## src/rtl/lc3_mem_pkg.sv

```systemverilog
// Shared types and constants for the LC3 data-memory access stage.
package lc3_mem_pkg;

    // Memory operation requested by execute; codes 5-7 behave as NONE.
    typedef enum logic [2:0] {
        NONE = 3'd0,
        LD   = 3'd1,
        ST   = 3'd2,
        LDI  = 3'd3,
        STI  = 3'd4
    } mem_op_e;

    // Access sequencer states; the encoding is visible on mem_state.
    typedef enum logic [1:0] {
        IDLE = 2'b00,
        RD1  = 2'b01,
        RD2  = 2'b10,
        WR   = 2'b11
    } mem_state_e;

    // Load result returned when the memory never answers.
    localparam logic [15:0] TIMEOUT_DATA = 16'hDEAD;

    // True for the opcodes that start a memory access.
    function automatic logic is_access_op(input logic [2:0] op);
        return (op == LD) || (op == ST) || (op == LDI) || (op == STI);
    endfunction

endpackage

```

## src/rtl/lc3_mem_access_if.sv

```systemverilog
// Execute/writeback request side and data-memory port of the access stage.
interface lc3_mem_access_if;

    // Request from execute
    logic        req_valid;
    logic [2:0]  mem_op;
    logic [15:0] mem_addr;
    logic [15:0] st_data;

    // Data-memory port
    logic [15:0] Data_addr;
    logic [15:0] Data_din;
    logic        Data_rd;
    logic        mem_req;
    logic [15:0] Data_dout;
    logic        complete_data;

    // Results to writeback / controller / monitor
    logic [15:0] memout;
    logic        done;
    logic        busy;
    logic        err;
    logic [1:0]  mem_state;

    // The access stage itself.
    modport master (
        input  req_valid, mem_op, mem_addr, st_data, Data_dout, complete_data,
        output Data_addr, Data_din, Data_rd, mem_req, memout, done, busy, err, mem_state
    );

    // Execute, memory and controller surrounding the stage.
    modport slave (
        output req_valid, mem_op, mem_addr, st_data, Data_dout, complete_data,
        input  Data_addr, Data_din, Data_rd, mem_req, memout, done, busy, err, mem_state
    );

endinterface

```

## src/rtl/lc3_mem_wait_timer.sv

```systemverilog
// Per-access wait counter; expire flags the last allowed wait cycle.
module lc3_mem_wait_timer #(
    parameter int TIMEOUT_CYCLES = 64,
    parameter int CNT_W          = 7
) (
    input  logic clk,
    input  logic reset,
    input  logic clear,
    input  logic enable,
    output logic expire
);

    logic [CNT_W-1:0] cnt_q;

    // Count waiting cycles; clear restarts the count for a new access.
    // NOTE: state registers use non-blocking assignment so every flop samples pre-edge values.
    always_ff @(posedge clk or posedge reset) begin
        if (reset) begin
            cnt_q <= '0;
        end else if (clear) begin
            cnt_q <= '0;
        end else if (enable) begin
            cnt_q <= cnt_q + 1'b1;
        end
    end

    assign expire = (cnt_q == CNT_W'(TIMEOUT_CYCLES - 1));

endmodule

```

## src/rtl/lc3_mem_access.sv

```systemverilog
// LC3 data-memory access stage: sequences LD, ST, LDI and STI against
// a handshaked data memory, with a per-access timeout.
module lc3_mem_access
    import lc3_mem_pkg::*;
#(
    parameter int TIMEOUT_CYCLES = 64,
    parameter int CNT_W          = 7
) (
    input logic              clk,
    input logic              reset,
    lc3_mem_access_if.master bus
);

    mem_state_e  state_q, state_d;
    mem_op_e     op_q, op_d;
    logic [15:0] st_data_q, st_data_d;
    logic [15:0] addr_q, addr_d;
    logic [15:0] din_q, din_d;
    logic [15:0] memout_q, memout_d;
    logic        rd_q, rd_d;
    logic        req_q, req_d;
    logic        done_q, done_d;
    logic        busy_q, busy_d;
    logic        err_q, err_d;
    logic        tmr_clear, tmr_expire;
    logic        finish, timed_out;

    lc3_mem_wait_timer #(
        .TIMEOUT_CYCLES(TIMEOUT_CYCLES),
        .CNT_W         (CNT_W)
    ) u_wait_timer (
        .clk   (clk),
        .reset (reset),
        .clear (tmr_clear),
        .enable((state_q != IDLE) && !bus.complete_data),
        .expire(tmr_expire)
    );

    // Next-state and next-output computation for the access sequencer.
    always_comb begin
        // NOTE: every variable gets a default first so no path can infer a latch.
        state_d   = state_q;
        op_d      = op_q;
        st_data_d = st_data_q;
        addr_d    = addr_q;
        din_d     = din_q;
        memout_d  = memout_q;
        rd_d      = rd_q;
        req_d     = req_q;
        done_d    = 1'b0;
        busy_d    = busy_q;
        err_d     = err_q;
        tmr_clear = 1'b0;
        finish    = 1'b0;
        timed_out = 1'b0;

        case (state_q)
            IDLE: begin
                if (bus.req_valid && is_access_op(bus.mem_op)) begin
                    op_d      = mem_op_e'(bus.mem_op);
                    st_data_d = bus.st_data;
                    err_d     = 1'b0;
                    busy_d    = 1'b1;
                    req_d     = 1'b1;
                    tmr_clear = 1'b1;
                    addr_d    = bus.mem_addr;
                    if (op_d == ST) begin
                        din_d   = bus.st_data;
                        rd_d    = 1'b0;
                        state_d = WR;
                    end else begin
                        rd_d    = 1'b1;
                        state_d = RD1;
                    end
                end
            end
            RD1: begin
                if (bus.complete_data) begin
                    case (op_q)
                        LDI: begin
                            addr_d    = bus.Data_dout;
                            rd_d      = 1'b1;
                            tmr_clear = 1'b1;
                            state_d   = RD2;
                        end
                        STI: begin
                            addr_d    = bus.Data_dout;
                            din_d     = st_data_q;
                            rd_d      = 1'b0;
                            tmr_clear = 1'b1;
                            state_d   = WR;
                        end
                        default: begin
                            memout_d = bus.Data_dout;
                            finish   = 1'b1;
                        end
                    endcase
                end else if (tmr_expire) begin
                    timed_out = 1'b1;
                end
            end
            RD2: begin
                if (bus.complete_data) begin
                    memout_d = bus.Data_dout;
                    finish   = 1'b1;
                end else if (tmr_expire) begin
                    timed_out = 1'b1;
                end
            end
            WR: begin
                if (bus.complete_data) begin
                    finish = 1'b1;
                end else if (tmr_expire) begin
                    timed_out = 1'b1;
                end
            end
            default: state_d = IDLE;
        endcase

        // A timeout abandons whatever remains of the operation.
        if (timed_out) begin
            err_d    = 1'b1;
            memout_d = TIMEOUT_DATA;
            finish   = 1'b1;
        end

        // Common return to IDLE; address and write data keep their last values.
        if (finish) begin
            done_d    = 1'b1;
            state_d   = IDLE;
            req_d     = 1'b0;
            busy_d    = 1'b0;
            rd_d      = 1'b1;
            tmr_clear = 1'b1;
        end
    end

    // State and output registers.
    always_ff @(posedge clk or posedge reset) begin
        if (reset) begin
            state_q   <= IDLE;
            op_q      <= NONE;
            st_data_q <= '0;
            addr_q    <= '0;
            din_q     <= '0;
            memout_q  <= '0;
            rd_q      <= 1'b1;
            req_q     <= 1'b0;
            done_q    <= 1'b0;
            busy_q    <= 1'b0;
            err_q     <= 1'b0;
        end else begin
            state_q   <= state_d;
            op_q      <= op_d;
            st_data_q <= st_data_d;
            addr_q    <= addr_d;
            din_q     <= din_d;
            memout_q  <= memout_d;
            rd_q      <= rd_d;
            req_q     <= req_d;
            done_q    <= done_d;
            busy_q    <= busy_d;
            err_q     <= err_d;
        end
    end

    assign bus.Data_addr = addr_q;
    assign bus.Data_din  = din_q;
    assign bus.Data_rd   = rd_q;
    assign bus.mem_req   = req_q;
    assign bus.memout    = memout_q;
    assign bus.done      = done_q;
    assign bus.busy      = busy_q;
    assign bus.err       = err_q;
    assign bus.mem_state = state_q;

endmodule

```

## src/flat_wrapper.sv

```systemverilog
// flat-port wrapper written by rule: the top's interface ports become plain ports
module lc3_mem_access_flat import lc3_mem_pkg::*;
#(
    parameter int TIMEOUT_CYCLES = 64,
    parameter int CNT_W          = 7
)
  (clk, reset, bus_req_valid, bus_mem_op, bus_mem_addr, bus_st_data, bus_Data_dout, bus_complete_data, bus_Data_addr, bus_Data_din, bus_Data_rd, bus_mem_req, bus_memout, bus_done, bus_busy, bus_err, bus_mem_state);
  lc3_mem_access_if bus_i ();
  input logic clk;
  input logic reset;
  input wire logic [$bits(bus_i.req_valid)-1:0] bus_req_valid;
  input wire logic [$bits(bus_i.mem_op)-1:0] bus_mem_op;
  input wire logic [$bits(bus_i.mem_addr)-1:0] bus_mem_addr;
  input wire logic [$bits(bus_i.st_data)-1:0] bus_st_data;
  input wire logic [$bits(bus_i.Data_dout)-1:0] bus_Data_dout;
  input wire logic [$bits(bus_i.complete_data)-1:0] bus_complete_data;
  output wire logic [$bits(bus_i.Data_addr)-1:0] bus_Data_addr;
  output wire logic [$bits(bus_i.Data_din)-1:0] bus_Data_din;
  output wire logic [$bits(bus_i.Data_rd)-1:0] bus_Data_rd;
  output wire logic [$bits(bus_i.mem_req)-1:0] bus_mem_req;
  output wire logic [$bits(bus_i.memout)-1:0] bus_memout;
  output wire logic [$bits(bus_i.done)-1:0] bus_done;
  output wire logic [$bits(bus_i.busy)-1:0] bus_busy;
  output wire logic [$bits(bus_i.err)-1:0] bus_err;
  output wire logic [$bits(bus_i.mem_state)-1:0] bus_mem_state;
  assign bus_i.req_valid = bus_req_valid;
  assign bus_i.mem_op = bus_mem_op;
  assign bus_i.mem_addr = bus_mem_addr;
  assign bus_i.st_data = bus_st_data;
  assign bus_i.Data_dout = bus_Data_dout;
  assign bus_i.complete_data = bus_complete_data;
  assign bus_Data_addr = bus_i.Data_addr;
  assign bus_Data_din = bus_i.Data_din;
  assign bus_Data_rd = bus_i.Data_rd;
  assign bus_mem_req = bus_i.mem_req;
  assign bus_memout = bus_i.memout;
  assign bus_done = bus_i.done;
  assign bus_busy = bus_i.busy;
  assign bus_err = bus_i.err;
  assign bus_mem_state = bus_i.mem_state;
  lc3_mem_access #(.TIMEOUT_CYCLES(TIMEOUT_CYCLES), .CNT_W(CNT_W)) u_core (.clk(clk), .reset(reset), .bus(bus_i));
endmodule
```

## config.mk

```make
export PLATFORM = sky130hd
export DESIGN_NAME = lc3_mem_access_flat
export DESIGN_NICKNAME = d
export VERILOG_FILES = /design/src/rtl/lc3_mem_pkg.sv /design/src/rtl/lc3_mem_access_if.sv /design/src/rtl/lc3_mem_wait_timer.sv /design/src/rtl/lc3_mem_access.sv /design/src/flat_wrapper.sv
export SDC_FILE = /design/constraint.sdc
export NUM_CORES = 1
export LEC_CHECK = 0
export ABC_AREA = 0
export BUFFER_PORTS_ARGS = -buffer_cell sky130_fd_sc_hd__buf_2
export CORE_ASPECT_RATIO = 0.9
export CORE_MARGIN = 2
export CORE_UTILIZATION = 30
export DETAILED_ROUTE_END_ITERATION = 10
export PLACE_DENSITY_LB_ADDON = 0.1
export SYNTH_ARGS = -nofsm -noshare
export SYNTH_HDL_FRONTEND = slang
export SYNTH_SLANG_ARGS = --single-unit
```

## constraint.sdc

```tcl
create_clock -name clk -period 2.5 [get_ports clk]
set_input_delay 0.125 -clock clk [delete_from_list [all_inputs] [get_ports clk]]
set_output_delay 0.125 -clock clk [all_outputs]
set_load 0.01 [all_outputs]
```

After elaboration in Yosys (flattened, before gate mapping)
Cells that the tools add are included.

word-level totals
  output and inout bits = 55
  logic and storage cells = 107
  bits in registers = 80
  input port bits = 55

cells by class
  reduce and logical (&&, ||, !) cells = 26
  equal/unequal tests = 21
  $add $sub $neg = 1
  muxes and demuxes = 48

operator list
  operator                                                number
  2-to-1 mux 16 bit                                       11
  one-hot mux 16 bit (2 select lines)                     3
  2-to-1 mux 1 bit                                        22
  2-to-1 mux 7 bit                                        2
  nonzero test 2 bit                                      7
  inequality test 3 x 2 -> 1 bit (second input constant)  4
  AND reduction 4 bit                                     3
  equality test 3 x 2 -> 1 bit (second input constant)    3
  2-to-1 mux 2 bit                                        4
  one-hot mux 1 bit (2 select lines)                      4
  one-hot mux 2 bit (2 select lines)                      2
  adder 7 x 1 -> 7 bit (second input constant)            1
  equality test 7 x 6 -> 1 bit (second input constant)    1
  equality test 3 bit (second input constant)             2
  inequality test 2 bit (second input constant)           3
  AND reduction 2 bit                                     3
  nonzero test 3 bit                                      2
  AND reduction 5 bit                                     1
  equality test 2 bit (second input constant)             2
  inequality test 2 x 1 -> 1 bit (second input constant)  2
  inequality test 4 x 3 -> 1 bit (second input constant)  1
  OR reduction 2 bit                                      2
  equality test 3 x 1 -> 1 bit (second input constant)    1
  logical OR 1 bit                                        3
  other kinds (6)                                         7

Longest topological paths before layout
Gate-level depths: netlist of run 1.

  depth in word-level cells = 9
  gate-level depth with buffers = 8
  mapped depth without buffers = 6

By module
Synthesis of run 1 repeated with hierarchy kept, for this count alone.

second synthesis, totals
  cell total of the unflattened synthesis = 273
  area, all modules = 3778.6 um^2

modules (own cells, without submodules)
  module              seq. area each (um^2)  area an instance (um^2)  instances  cells an instance
  lc3_mem_access      1828.0                 3450.8                   1          242
  lc3_mem_wait_timer  175.2                  327.8                    1          31

Worst setup path after synthesis of run 1
No wires, ideal clock.

  path type = register -> register
  start = register u_core.state_q[1], in the netlist u_core.bus.mem_state[1]
  end = register u_core.addr_q[10], in the netlist u_core.bus.Data_addr[10]
  data required time = 2.375 ns
  buffers on the path = 2
  setup slack = 0.262 ns
  arrival time = 2.114 ns
  clock period less this slack = 2.238 ns
  stages on the path, launching flop included = 9
  cell sequence = dfrtp_1 -> inv_1 -> ha_1 -> clkbuf_1 -> nand2_1 -> a21o_1 -> a21oi_2 -> buf_6 -> mux2_2

between the ends
  word-level cells in the longest chain between the ends = 3
  elaborated cells on any way between the ends = 8
  those cells by class = 4 x eq/ne; 1 x mux; 3 x reduce/logical

RTL lines
  element                                                                 line                   RTL
  from (decl)                                                             lc3_mem_access.sv:14   mem_state_e state_q, state_d;
  from (signal assigned)                                                  lc3_mem_access.sv:153  state_q <= state_d;
  equality test 2 x 1 -> 1 bit / zero test 2 bit (equally long branches)  lc3_mem_access.sv:57   case (state_q)
  inequality test 2 bit (no line) (tied with other cells)                 -
  AND reduction 4 bit (no line)                                           -
  to (signal assigned)                                                    lc3_mem_access.sv:156  addr_q <= addr_d;
  to (decl)                                                               lc3_mem_access.sv:17   logic [15:0] addr_q, addr_d;

Several ways; a longest one is shown, not always the timed one.
A chain may end at the register's enable or synchronous reset.

Worst setup path in the final report of run 1
  start = register u_core.op_q[1]
  end = register u_core.state_q[0], in the netlist u_core.bus.mem_state[0]

between the ends
  word-level cells in the longest chain between the ends = 8
  elaborated cells on any way between the ends = 16
  those cells by class = 5 x eq/ne; 8 x mux; 3 x reduce/logical

RTL lines
  element                                                                     line                   RTL
  from (decl)                                                                 lc3_mem_access.sv:15   mem_op_e op_q, op_d;
  from (signal assigned)                                                      lc3_mem_access.sv:154  op_q <= op_d;
  equality test 3 x 2 -> 1 bit / equality test 3 bit (equally long branches)  lc3_mem_access.sv:79   case (op_q)
  OR reduction 2 bit (no line)                                                -
  2-to-1 mux 1 bit                                                            lc3_mem_access.sv:79
  2-to-1 mux 1 bit                                                            lc3_mem_access.sv:78   if (bus.complete_data) begin
  one-hot mux 1 bit (2 select lines)                                          lc3_mem_access.sv:57
  2-to-1 mux 1 bit                                                            lc3_mem_access.sv:121  if (timed_out) begin
  inequality test 4 x 3 -> 1 bit (no line) (tied with other cells)            -
  AND reduction 4 bit (no line)                                               -

Several ways; a longest one is shown, not always the timed one. The select of a mux whose other input is x is not followed.

==> metrics, run 1 <==
Worst EP required 2.73 ns; reg2reg start u_core.op_q[1]$_DFFE_PP0P_; yosys warns 0; vias approximately 2700; Placed Instance Area roughly 4600 µm²; FF/Latch Area 2000 µm²; peak supply drop 0.453 mV; dpl ws 0.0675 ns; number of global-route vias before repair around 2900; final std cells w/o fill just under 600; Mapped Cells between 300 and 400; Setup crit start kind register; ys async rst share 100%; Worst EP arrival approximately 2.5 ns; area delta synth->final 28.3%; Cell Area, Synth 3810 µm²; DRT iter0 DRCs 83; All-Layer GR Usage ~15%; Die ar. between 10000 and 15000 µm²; total CTS buffers 9; fmax around 450 MHz; Post-Syn Nets around 370; Yosys reg bits 80; Max Buffers Root-to-Sink 2; clk_skew ~0.0085 ns; slowest cell on the critical path a311oi_1; worst path cell trace or3b_1 > buf_4 > a311oi_1 > o21ai_0 > a221oi_1; clock root cell clkbuf_16; Multi-input gate area approximately 1700 µm²; Die Y approximately 110 µm; Initial Util 30.4%; Clock transition at path regs ~0.06 ns; minimum clock period roughly 2.2 ns; H-tree Lvls 3; fin. max-slew vios 0; HP Start bus_st_data[15]; filler instances 1211; Buffers on Ports approximately 110; dpl hpwl ~6.5 mm; nets between 400 and 500; layout cell share with drive strength beyond 1 around 53%; Top FF cell, synth dfrtp_1; setup TNS 0 ns; first-pass GRT wire length ~16 mm; row count 39; Worst Path Max Fanout 5; register area share after synthesis 52.6%; crit path kind register to register; Syn Area/Cell approximately 13 µm²; Detailed Routing Iterations Pass 1 4; max cap viols 0; unrepaired setup endpoints after global routing no; post-synth top area cell dfrtp_1; latest clock arrival within the worst-skew pair around 0.34 ns; leakage dissipation about 2.3 nW; Die X about 120 µm; clk sinks 80; DRC 0; status finished clean; RePlAce Congestion 0.805; pin count of the biggest net entering global routing 51; PD cells roughly 1400 nW/µm²; wire length per cell after detailed routing about 16 µm; Post-synth EDFFs 0; crit path from u_core.op_q[1]$_DFFE_PP0P_; Final Hold Viols 0; Slew HR 53.8%; initial antenna violation count 0; Inst Count DP 570; Ports 110; TritonCTS clock tree built; Setup violations, final 0; WP buf/inv 1; gr ovfl total 0; Vias/cell roughly 4.7; HP Class input pin to register; CP max stage delay between 0.5 and 0.6 ns; Synth top area share between 50% and 60%; family with the most delay on the worst path compound AO/OA/AOI/OAI gates; largest cells by area after synthesis dfrtp_1 (52%), mux2_2 (22%), mux2_4 (3.9%), nand3_1 (3.5%), o21ai_0 (2.5%); Worst setup EP type register; final wirelength roughly 9.4 mm; post-route cell area 4890 µm²; ant diodes 0; Core ar. between 10000 and 15000 µm²; DRT antenna net count 0; worst-margin pin slew between 0.6 and 0.7 ns; post-synth cell types between 40 and 50; final cycle utilization of the critical path 88.8%; setup ws final between 0.2 and 0.3 ns
path summary, 6_finish.rpt:
path | to | slack (ns) | cells past startpoint
setup reg to reg | u_core.bus.mem_state[0]$_DFFE_PP0P_ | 0.28 | 5
setup / recovery | u_core.bus.mem_state[0]$_DFFE_PP0P_ | 0.28 | 5
min in group asynchronous | u_core.bus.Data_addr[15]$_DFFE_PP0P_ | 0.37 | 3
hold reg to reg | u_core.bus.err$_DFFE_PP0P_ | 0.47 | 2
max in group asynchronous | u_core.bus.Data_rd$_DFFE_PP1P_ | 1.40 | 4
hold / removal | u_core.st_data_q[15]$_DFFE_PP0P_ | 0.02 | 2
layout by cell type (no fill, tap or decap), drive strengths merged, types with 4 or more instances in the layout:
master,Yosys,layout
a21oi,9,9
nand4,4,4
ha,6,6
buf,9,121
dfrtp,79,79
xor2,4,4
nand3,27,27
clkbuf,10,12
nand2,8,8
nor2,9,9
mux2,84,84
o21ai,19,19
inv,8,7
area by class of cell:
class	instances	share of cell area, %
repair buffers	122	13.7
clock inverters	4	1.10
well taps	164	4.20
multi-input cells	197	34.4
inverters	8	0.640
flip-flops and latches	80	41.0
clock buffers	12	5.04
state kept, by name, summed over array words and instances (netlist names):
| name | count |
|---|---|
| u_core.bus.done | 1 |
| u_core.bus.Data_din | 16 |
| u_core.bus.mem_req | 1 |
| u_core.bus.Data_addr | 16 |
| u_core.st_data_q | 16 |
| u_core.bus.Data_rd | 1 |
| u_core.u_wait_timer.cnt_q | 7 |
| u_core.bus.mem_state | 2 |
| u_core.op_q | 3 |
| u_core.bus.memout | 16 |
| u_core.bus.err | 1 |
worst reg2reg max path: stages, from the launching register on:
cell and delay [ns]:
dfrtp_1 0.39, or3b_1 0.40, buf_4 0.16, a311oi_1 0.53, o21ai_0 0.31, a221oi_1 0.32
synthesized netlist by cell type (2+ instances only):
library cell  number
nand3_1           27
nor2_1             9
inv_1              8
nand2b_1           2
xnor2_1            2
nor4_1             2
clkbuf_1          10
mux2_4            10
a21o_1             2
xor2_1             4
a21oi_1            8
nand4_1            4
o21ai_0           19
nand2_1            8
mux2_2            74
dfrtp_1           79
o2111ai_1          2
buf_6              2
ha_1               6
buf_1              4
routing by layer:
| metal | share of wire [%] | global-route usage (%) | up-vias | routed length (µm) |
|---|---|---|---|---|
| li1 | - | - | 1319 | - |
| met1 | 47 | 20.3 | 1345 | 4460 |
| met2 | 46 | 21.8 | 61 | 4300 |
| met3 | 5.1 | 4.68 | 14 | 477 |
| met4 | 1.7 | 5.67 | 0 | 155 |
| met5 | 0 | 0 | - | 0 |
power by group:
group,switching [mW],leakage (nW),total (mW),internal [mW]
logic,1.59,1.20,3.20,1.61
clock network,0.534,0.139,1.34,0.803
registers,0.302,0.972,2.23,1.93
metrics by stage:
step,utilization [%],total power [mW],hold slack [ns]
2_1_floorplan,-,4.51,0.267
3_5_place_dp,36.5,5.49,0.210
3_3_place_gp,36.5,5.45,0.209
5_1_grt,39.0,7.30,0.0155
4_1_cts,38.9,6.87,0.0106
6_report,39.0,6.77,0.0245
kinds of logic (layout without fill, tap and decap cells):
kind of cell	Yosys count	after routing	synth area share [%]
flip-flops	80	80	52.6
XOR/XNOR	6	6	1.38
AO/OA/AOI/OAI	40	40	6.37
buffers and inverters	27	146	3.61
adder cells (fa/ha/maj)	6	6	1.97
multiplexers	84	84	25.8
AND/OR/NAND/NOR	61	61	8.31
timing repair:
item / in CTS / in global routing
setup endpoints to repair: 0 / 16
hold buffers: 1 / 0
buffers inserted: 0 / 0
resized for setup: 0 / 1
endpoints found under the hold margin: 30 / 0
Power figures use the tool's default switching activity.
==> inputs of run 2 (changes only) <==
--- a/config.mk
+++ b/config.mk
@@ -7,11 +7,11 @@
 export LEC_CHECK = 0
 export ABC_AREA = 0
 export BUFFER_PORTS_ARGS = -buffer_cell sky130_fd_sc_hd__buf_2
-export CORE_ASPECT_RATIO = 0.9
 export CORE_MARGIN = 2
 export CORE_UTILIZATION = 30
 export DETAILED_ROUTE_END_ITERATION = 10
 export PLACE_DENSITY_LB_ADDON = 0.1
 export SYNTH_ARGS = -nofsm -noshare
 export SYNTH_HDL_FRONTEND = slang
+export SYNTH_HIERARCHICAL = 1
 export SYNTH_SLANG_ARGS = --single-unit
==> run 2 against run 1 <==
Net effect:
- utilization increased by 1.1 points
- largest cell class unchanged
- highest routed layer unchanged
- worst setup slack improved by 0.081 ns
- flip-flop and latch count unchanged
- synthesized cell count decreased by 10%
- global-route usage decreased by 1.6 points
- total power decreased by 10%
==> metrics, run 2 <==
Synth top cells by count mux2_2 (84), dfrtp_1 (79), nand2b_1 (13), nand2_1 (10); setup TNS 0 ns (unchanged); Post-synth EDFFs 0 (unchanged); Clock transition at path regs 0.06 ns (about the same); final wirelength 8.38 mm (-11%); nets 447 (-6.7%); Max Buffers Root-to-Sink 2 (unchanged); HP Class input pin to register; Yosys reg bits 80 (unchanged); Core ar. 12200 µm² (-3.0%); yosys warns 6 (+6); status finished clean; Syn Area/Cell 13.8 µm² (+10%); DRT iter0 DRCs 85 (+2.4%); Top FF cell, synth dfrtp_1; DRT antenna net count 0 (unchanged); commonest non-fill, non-tap cell in the layout buf_2; worst path cell trace nand2b_2 > nor2_1 > nor4_4 > buf_4 > mux2_2; total CTS buffers 9 (unchanged); dpl ws 0.333 ns (+0.266 ns); most common cell in the synthesized netlist mux2_2; Worst EP required 2.71 ns (-0.02 ns); ant diodes 0 (unchanged); max cap viols 0 (unchanged); final cycle utilization of the critical path 85.5% (-3.2 points); TritonCTS clock tree built; CTS Hold Bufs 1 (unchanged); Setup crit start kind register; register area share after synthesis 53.0% (+0.45 points); vias 2509 (-8.4%); leakage dissipation 2.29 nW (-0.98%); dpl hpwl 5.99 mm (-8.4%); clk sinks 80 (unchanged); worst-margin pin slew 0.774 ns (+0.0819 ns); setup bufs post-CTS 0 (unchanged); H-tree Lvls 3 (unchanged); fin. max-slew vios 0 (unchanged); Final Hold Viols 0 (unchanged); crit path kind register to register; clk_skew 0.00465 ns (-0.00382 ns); pin count of the biggest net entering global routing 44 (-14%); All-Layer GR Usage 13.3% (-1.6 points); number of global-route vias before repair 2571 (-12%); post-route cell area 4880 µm² (-0.20%); RePlAce Congestion 0.730 (-9.4%); Die X 116 µm (-5.4%); Placed Instance Area 4550 µm² (-0.60%); slowest cell on the critical path dfrtp_1; filler instances 1173 (-3.1%); wire length per cell after detailed routing 14.9 µm (-7.2%); DRC 0 (unchanged); layout cell share with drive strength beyond 1 60.6% (+7.2 points); Ports 110 (unchanged); first-pass GRT wire length 13.5 mm (-13%); Vias/cell 4.45 (-4.7%); gr ovfl total 0 (unchanged); Inst Count DP 547 (-4.0%); Detailed Routing Iterations Pass 1 4 (unchanged); clock root cell clkbuf_16; minimum clock period 2.14 ns (-0.0805 ns); initial antenna violation count 0 (unchanged); final std cells w/o fill 564 (-3.9%); area delta synth->final 29.2%; Post-Syn Nets 329 (-9.9%); most frequent cells in the layout buf_2 (109), mux2_2 (84), dfrtp_1 (79); largest cells by area after synthesis dfrtp_1 (52%), mux2_2 (25%), mux2_4 (3.6%), nand2b_1 (2.2%), mux2i_1 (1.6%); Cell Area, Synth 3780 µm² (-0.85%); Worst Path Max Fanout 17 (+12); Buffers on Ports 109 (unchanged); Mapped Cells 273 (-10%); Post-CTS Resized 0 (unchanged); post-synth cell types 44 (+4.8%); post-synth top area cell dfrtp_1; unrepaired setup endpoints after global routing no; Die ar. 13500 µm² (-0.83%); Slew HR 48.3% (-5.5 points); Die Y 116 µm (+4.8%); setup ws final 0.362 ns (+0.0805 ns); Final Power 6.08 mW (-10%); latest clock arrival within the worst-skew pair 0.33 ns (about the same); ys async rst share 100% (unchanged); PD cells 1250 nW/µm² (-9.9%); Worst setup EP type register; row count 40 (+2.6%); fmax 468 MHz (+3.8%); CP max stage delay 0.59 ns (+0.06 ns); Setup violations, final 0 (unchanged); Worst EP arrival 2.35 ns (-0.10 ns); Synth top area share 52.3% (+0.45 points); peak supply drop 0.443 mV (-2.3%); Initial Util 31.1% (+0.68 points)
[run 2: cell count changes in the layout (fill, tap and decap cells not counted), moves of 4 or more]
| cell | change |
|---|---|
| nand2b_1 | +10 |
| mux2i_1 | +6 |
| mux2_2 | +10 |
| a21oi_1 | -5 |
| ha_1 | -4 |
| nand3_1 | -27 |
| o21ai_0 | -17 |
[run 2: kinds of logic after synthesis]
family	count (synthesis)	share of synthesized area, %
mux	100	30.5
flops	80	53.0
simple gates	52	9.37
buf+inv	21	2.81
compound gates	15	3.05
xor+xnor	4	0.927
fa+ha+maj	1	0.331
[run 2: final timing paths]
kind | start | end | slack, ns | depth (start not counted)
setup / recovery | u_core/bus.mem_state[1]$_DFFE_PP0P_ | u_core/bus.Data_din[10]$_DFFE_PP0P_ | 0.36 | 5
hold / removal | bus_st_data[9] | u_core/st_data_q[9]$_DFFE_PP0P_ | 0.04 | 2
setup reg to reg | u_core/bus.mem_state[1]$_DFFE_PP0P_ | u_core/bus.Data_din[10]$_DFFE_PP0P_ | 0.36 | 5
hold reg to reg | u_core/bus.err$_DFFE_PP0P_ | u_core/bus.err$_DFFE_PP0P_ | 0.47 | 2
max in group asynchronous | reset | u_core/bus.Data_din[8]$_DFFE_PP0P_ | 1.32 | 4
min in group asynchronous | reset | u_core/u_wait_timer/cnt_q[4]$_DFFE_PP0P_ | 0.30 | 3
[run 2: report_power, final]
group / switching [mW] / total, mW / internal [mW] / leakage [nW]
Combinational: 1.07 / 2.41 / 1.34 / 1.17
Clock: 0.491 / 1.42 / 0.928 / 0.160
Sequential: 0.352 / 2.26 / 1.91 / 0.965
Total: 1.91 / 6.08 / 4.17 / 2.29
[run 2: metrics by stage]
step | utilization (%) | hold slack [ns]
2_1_floorplan | - | -0.0716
3_3_place_gp | 37.4 | 0.0936
3_5_place_dp | 37.4 | 0.105
4_1_cts | 40.1 | 0.0221
5_1_grt | 40.1 | 0.0360
6_report | 40.1 | 0.0406
[run 2: routing by layer]
metal,up-vias,part of all wire (%),GRT usage (%)
li1,1212,-,-
met1,1235,44,17.1
met2,55,50,21.4
met3,7,5.2,3.89
met4,0,1.1,4.76
met5,-,0,0
[run 2: critical path, delay by kind of cell (launching register included)]
family,cells,cell delay (ns)
buf+inv,1,0.31
simple gates,3,0.74
mux,1,0.37
flops,1,0.59
[run 2: area by class of cell]
type,count,area (µm²),share of cell area (%)
sequential,80,2000,41.0
timing repair buffer,119,636,13.0
tap,168,210,4.31
clock buffer,13,260,5.33
inverter,9,35.0,0.718
multi-input combinational,172,1670,34.2
clock inverter,3,65.1,1.33
